<file path="src/rtl/warp_table_param.sv">
// Parametrised warp descriptor FIFO feeding the scheduler issue stage.
// Optional empty bypass, occupancy count, vacancy threshold, sticky errors.
module warp_table_param #(
  parameter int WIDTH     = 44,
  parameter int DEPTH     = 8,
  parameter int VACANT_TH = 2,
  parameter bit BYPASS_EN = 1'b1,
  parameter int CW        = $clog2(DEPTH + 1)
) (
  input  logic             clk,
  input  logic             rst,
  input  logic             flush,
  input  logic             read_en,
  input  logic             write_en,
  input  logic [WIDTH-1:0] write_data,
  output logic [WIDTH-1:0] read_data,
  output logic             read_valid,
  output logic             fifo_empty,
  output logic             fifo_full,
  output logic             fifo_vacant,
  output logic [CW-1:0]    count,
  output logic             ovf_err,
  output logic             udf_err
);

  localparam int PW = (DEPTH > 1) ? $clog2(DEPTH) : 1;

  logic [WIDTH-1:0] mem [DEPTH];
  logic [PW-1:0]    wr_ptr;
  logic [PW-1:0]    rd_ptr;
  logic [CW-1:0]    count_nxt;
  logic             act;
  logic             bypass;
  logic             do_pop;
  logic             do_push;
  logic             udf_set;
  logic             ovf_set;

  // Depth need not be a power of two, so wrap by compare-and-clear.
  function automatic logic [PW-1:0] ptr_inc(input logic [PW-1:0] p);
    return (p == PW'(DEPTH - 1)) ? '0 : p + PW'(1);
  endfunction

  assign fifo_empty  = (count == '0);
  assign fifo_full   = (count == CW'(DEPTH));
  assign fifo_vacant = (CW'(DEPTH) - count) >= CW'(VACANT_TH);

  assign act     = !rst && !flush;
  assign bypass  = act && BYPASS_EN && read_en && write_en && fifo_empty;
  assign do_pop  = act && read_en && !fifo_empty;
  // A full FIFO still accepts a push when the head leaves the same cycle.
  assign do_push = act && write_en && !bypass && (!fifo_full || read_en);
  assign udf_set = act && read_en && fifo_empty && !bypass;
  assign ovf_set = act && write_en && fifo_full && !read_en;

  always_comb begin
    count_nxt = count;
    unique case ({do_push, do_pop})
      2'b10:   count_nxt = count + CW'(1);
      2'b01:   count_nxt = count - CW'(1);
      default: count_nxt = count;
    endcase
  end

  always_ff @(posedge clk) begin
    if (rst) begin
      wr_ptr     <= '0;
      rd_ptr     <= '0;
      count      <= '0;
      read_data  <= '0;
      read_valid <= 1'b0;
      ovf_err    <= 1'b0;
      udf_err    <= 1'b0;
    end else if (flush) begin
      wr_ptr     <= '0;
      rd_ptr     <= '0;
      count      <= '0;
      read_valid <= 1'b0;
      ovf_err    <= 1'b0;
      udf_err    <= 1'b0;
    end else begin
      if (do_push) wr_ptr <= ptr_inc(wr_ptr);
      if (do_pop)  rd_ptr <= ptr_inc(rd_ptr);
      count      <= count_nxt;
      read_valid <= do_pop || bypass;
      if (bypass)
        read_data <= write_data;
      else if (do_pop)
        read_data <= mem[rd_ptr];
      if (ovf_set) ovf_err <= 1'b1;
      if (udf_set) udf_err <= 1'b1;
    end
  end

  always_ff @(posedge clk) begin
    if (do_push) mem[wr_ptr] <= write_data;
  end

endmodule

</file>
<file path="config.mk">
export PLATFORM = sky130hd
export DESIGN_NAME = warp_table_param
export DESIGN_NICKNAME = d
export VERILOG_FILES = /design/src/rtl/warp_table_param.sv
export SDC_FILE = /design/constraint.sdc
export NUM_CORES = 1
export LEC_CHECK = 0
export CELL_PAD_IN_SITES_DETAIL_PLACEMENT = 0
export CELL_PAD_IN_SITES_GLOBAL_PLACEMENT = 2
export CORE_ASPECT_RATIO = 0.9
export CORE_UTILIZATION = 44
export DETAILED_ROUTE_END_ITERATION = 10
export DONT_BUFFER_PORTS = 1
export PLACE_DENSITY_LB_ADDON = 0.1
export SKIP_LAST_GASP = 1
export SYNTH_ARGS = -nofsm -noshare
export SYNTH_HDL_FRONTEND = slang
export SYNTH_SLANG_ARGS = --single-unit
</file>
<file path="constraint.sdc">
create_clock -name clk -period 6.1 [get_ports clk]
set_input_delay 0.915 -clock clk [delete_from_list [all_inputs] [get_ports clk]]
set_output_delay 0.915 -clock clk [all_outputs]
set_load 0.1 [all_outputs]
</file>
# Yosys cells after proc, flatten, opt, wreduce, memory -nomap -nowiden
# Memories as Yosys holds them, arrays and structs flattened. A register that Yosys moved wholly into a read port is not among the register bits.
# Cells that the tools add are included.
# word_totals
ff_bits	57
ram_bits	352
in_bits	49
out_inout_bits	54
word_cells	54
mem_count	1
# classes
n_addsub	5
n_lt_le_gt_ge	1
n_eq_ne	5
n_mux	9
bitwise	1
reduce_logical	25
# mem_list
memory	depth	word_bits	rd	rd_clocked_by_memory_dff	write_ports	line	source
mem	8	44	1	1	1	28	logic [WIDTH-1:0] mem [DEPTH];
# op_table
op	count
two-way mux 44 bit	2
logical AND 1 bit	12
two-way mux 3 bit	4
one-hot mux 4 bit (2 select lines)	1
adder 3 x 1 -> 3 bit (second input constant)	2
equality test 3 bit (second input constant)	2
zero test 1 bit	6
adder 4 x 1 -> 4 bit (second input constant)	1
equality test 4 bit (second input constant)	1
greater-or-equal comparator 4 x 2 -> 1 bit (second input constant)	1
zero test 4 bit	1
nonzero test 2 bit	2
subtractor 4 x 1 -> 4 bit (second input constant)	1
subtractor 4 bit (first input constant)	1
equality test 2 x 1 -> 1 bit (second input constant)	1
equality test 2 bit (second input constant)	1
logical OR 1 bit	2
two-way mux 1 bit	2
AND reduction 2 bit	1
OR reduction 2 bit	1
NOT 1 bit	1

# Logic depth before layout (Yosys ltp)
# depth
ltp_word	10
ltp_mapped	15
ltp_nobuf	12

# Worst setup path before layout
# No wires, ideal clock.
# synth_timing
path_kind	register -> register
start	register count[1]
end	memory mem[4][0] (enable)
setup_ps	570
arrival_time_ps	6474
setup_slack_ps	-945
stages_incl_launch_ff	7
n_path_buf	1
period_less_slack_ps	7045
cell_sequence	dfxtp_1 clkbuf_1 inv_1 ha_1 nand2b_1 o211ai_2 nor4b_1
# synth_via
elab_chain_cells	7
# synth_rtl
element	line	source
start: declaration	21	output logic [CW-1:0] count,
start signal: assignment	84	count <= count_nxt;
zero test 4 bit	44	assign fifo_empty = (count == '0);
logical AND 1 bit	49	assign bypass = act && BYPASS_EN && read_en && write_en && fifo_empty;
zero test 1 bit	52	assign do_push = act && write_en && !bypass && (!fifo_full || read_en);
logical AND 1 bit	52	
logical AND 1 bit *	52	
two-way mux 1 bit *	96	if (do_push) mem[wr_ptr] <= write_data;
two-way mux 1 bit (not written as such) *	96	
end: declaration	28	
# Mark *: on every way between the ends. The rest lies on a longest branch, timed or not.

# Final worst setup path
# layout_timing
start	register count[0]
end	output port fifo_vacant
# layout_via
elab_chain_cells	2
# layout_rtl
element	line	source
subtractor 4 bit	46	assign fifo_vacant = (CW'(DEPTH) - count) >= CW'(VACANT_TH);
greater-or-equal comparator 4 x 2 -> 1 bit	46	
end: declaration	20	output logic fifo_vacant,
# No other way between the ends.

==> results by group <==
Layout
  • P&R area growth vs syn: 13.6%
  • Final nets: 846
  • Share of cells above drive strength 1: between 20% and 30%
  • Inserted Diodes: 0
  • Commonest non-fill, non-tap cell in the layout: edfxtp_1
  • Most frequent cells in the layout: 352 x edfxtp_1, 88 x mux4_2, 57 x dfxtp_1

STA
  • Hold_ws: approximately 0.47 ns
  • Hold Violations, Final: 0
  • Final Setup Violations: 0
  • Fin crit period: 4.98 ns
  • Worst Skew: 0.0128 ns
  • Final period util: 81.6%
  • Setup TNS: 0 ns
  • Worst-Margin Slew: 1.18 ns
  • RSZ-0062 raised after global routing: false
  • Max Slew Vio Count: 0
  • Max Clk Rate: 0.201 GHz
  • Slew HR: 21.3%

GRT
  • Top Usage Layer GRT: met2
  • Met2 usage: between 30% and 40%
  • GRT Total Usage: 18.1%
  • Pin count of the biggest net entering global routing: 52
  • Overflow after GRT: 0
  • GRT met1 Usage: approximately 24%
  • GR met3 Demand/Resource: 3.02%
  • Initial antenna violation count: 0
  • Vias in the first global route: around 8,000
  • Global-route wire length before repair: 48,800 um

Route
  • WL final: 32,300 um
  • Router iterations before antenna repair: 4
  • DRC viols: 0
  • Via Count: 7,387
  • Post-DRT Antenna Nets: 0
  • Post-DR wirelength/cell: 25.1 um
  • Vias/cell: 5.72
  • Number of DRC markers in iteration 0: 400

Flow run
  • Max Cap Viol: 0

Synthesis
  • Cell Area, Synth: 15,600 um2
  • Yosys reg bits: 412
  • Syn Area/Cell: 20.5 um2
  • Synthesis warning total: 0
  • Synthesized netlist net count: slightly above 800
  • Seq/Total Area, Yosys: about 75%
  • Gate Count Post-Synth: between 700 and 800
  • Synth cell types: 39

Setup path
  • Crit path from: count[0]
  • CP Launch Type: flip-flop
  • Crit path max fanout: 7
  • Req. time, crit path: 5.18 ns
  • Worst R2R Path Depth: 14
  • Crit Path Category: reg -> out
  • R2r endpoint: count[2]
  • R2R Path Start: count[0]
  • Crit. End Element: primary output
  • Worst endpoint data arrival time: slightly above 4 ns
  • Flop-to-flop setup slack: between 1.5 and 2 ns

Min path
  • Hold Path Depth: 0
  • Hold path start: write_data[2]
  • Hold Crit Endpoint: mem[5][2]
  • Hold crit path type: in -> reg

Pwr
  • Leak pwr: 5.51 nW
  • Max IR drop VDD: 215 uV
  • Power Density: 332 nW/um2

CTS
  • Post-CTS sizing: 0
  • Root Driver: clkbuf_16
  • TritonCTS buffer count: between 40 and 50
  • Clock sink count: between 400 and 500
  • Clock latency on the worst-skew pair: 0.53 ns
  • H-tree level count: 2
  • Max clock buf depth: 3
  • Setup bufs post-CTS: 0
  • CTS tree: built
  • CTS hold repair buffers: 0
  • Worst-path clk slew: 0.06 ns

Floorplanning
  • Core Region: 35,000 um2
  • Die Area: approximately 36,000 um2
  • Die width: between 200 and 250 um
  • IO Pins: 103
  • Initial Util: 44.6%
  • Site row count: 65
  • Die H: about 180 um

Place
  • Dpl hpwl: approximately 17,000 um
  • Placer Congestion: 0.714
  • IO buf count: 0

Outcome
  • Status: finished clean
==> cell families (layout without fill, tap and decap cells) <==
kind of cell	count (synthesis)	after routing	synth area share [%]
flops	412	412	75.5
mux	134	134	15.7
simple gates	87	87	2.62
compound gates	65	65	3.65
buf+inv	49	111	1.63
fa+ha+maj	9	9	0.722
xor+xnor	4	4	0.225
==> state kept, by name, indices dropped and copies added (netlist names), named ones only <==
| signal | flops |
|---|---|
| count | 4 |
| mem | 352 |
| ovf_err | 1 |
| rd_ptr | 3 |
| read_data | 44 |
| read_valid | 1 |
| udf_err | 1 |
| wr_ptr | 3 |
==> cell usage after synthesis <==
| library cell | count | area, um2 |
|---|---|---|
| nor2_1 | 52 | 195 |
| nor4_1 | 1 | 6.26 |
| or2_2 | 2 | 12.5 |
| dfxtp_1 | 60 | 1200 |
| buf_2 | 19 | 95.1 |
| buf_8 | 2 | 30.0 |
| nand3_1 | 3 | 15.0 |
| or3b_2 | 1 | 8.76 |
| nor3b_1 | 2 | 15.0 |
| a31oi_1 | 2 | 12.5 |
| xnor2_1 | 1 | 8.76 |
| o211ai_2 | 1 | 12.5 |
| inv_1 | 7 | 26.3 |
| nor2b_1 | 2 | 12.5 |
| a2111o_1 | 1 | 11.3 |
| a211o_1 | 1 | 8.76 |
| nor3b_2 | 1 | 12.5 |
| o2111ai_1 | 1 | 8.76 |
| mux2i_1 | 46 | 460 |
| o21ai_0 | 7 | 35.0 |
| nor3_1 | 3 | 15.0 |
| and3_1 | 1 | 6.26 |
| buf_1 | 5 | 18.8 |
| buf_6 | 1 | 11.3 |
| ha_1 | 9 | 113 |
| a221o_1 | 44 | 440 |
| nor2_2 | 1 | 6.26 |
| mux4_2 | 88 | 1980 |
| nand2_1 | 7 | 26.3 |
| a21oi_1 | 8 | 40.0 |
| or3_1 | 4 | 25.0 |
| and2_1 | 1 | 6.26 |
| clkbuf_1 | 14 | 52.6 |
| edfxtp_1 | 352 | 10600 |
| buf_12 | 1 | 20.0 |
| nor3_2 | 1 | 10.0 |
| nand2b_1 | 3 | 18.8 |
| xor2_1 | 3 | 26.3 |
| nor4b_1 | 2 | 17.5 |
==> worst max-delay path by stage <==
stage,to
after global routing,fifo_vacant
final,fifo_vacant
after CTS,fifo_vacant
after detailed placement,count[2]
after floorplan,mem[6][0]
after global placement,fifo_vacant
==> final cells by class <==
class	count	area, um2
inverter	7	26.3
fill	2809	17200
multi-input combinational	299	3660
clock inverter	18	189
clock buffer	61	1290
sequential	412	11800
timing repair buffer	25	188
tap	469	587
==> power by group <==
part	leakage [nW]	total (mW)	switching, mW	internal [mW]
combinational	1.12	0.0527	0.0312	0.0215
clock	0.728	2.67	1.04	1.63
sequential	3.66	3.17	0.0945	3.07
==> layer usage <==
metal  part of all wire, %  up-vias
met5                     0        -
li1                      -     3208
met3                   4.2       50
met4                   1.9        0
met1                    44     3966
met2                    50      163
==> stage by stage <==
stage,instance area [um2],util [%],setup slack (ns),cells,power (mW)
final,17700,50.7,1.12,1291,5.89
after global routing,17700,50.7,0.987,1291,6.07
after CTS,17700,50.7,1.09,1291,5.95
after detailed placement,16200,46.5,1.61,1212,3.28
after global placement,16200,46.5,1.73,1212,3.28
after floorplan,15600,-,0.456,760,3.26
==> worst max-delay path, cell delays in order, from the launching register on <==
cell and delay, ns:
dfxtp_1 1.11, inv_1 0.21, ha_1 0.31, nor2b_1 0.15, and2_1 0.53, and3_1 0.38, o21ai_2 0.83
No activity file was read; power rests on OpenSTA's default activity.
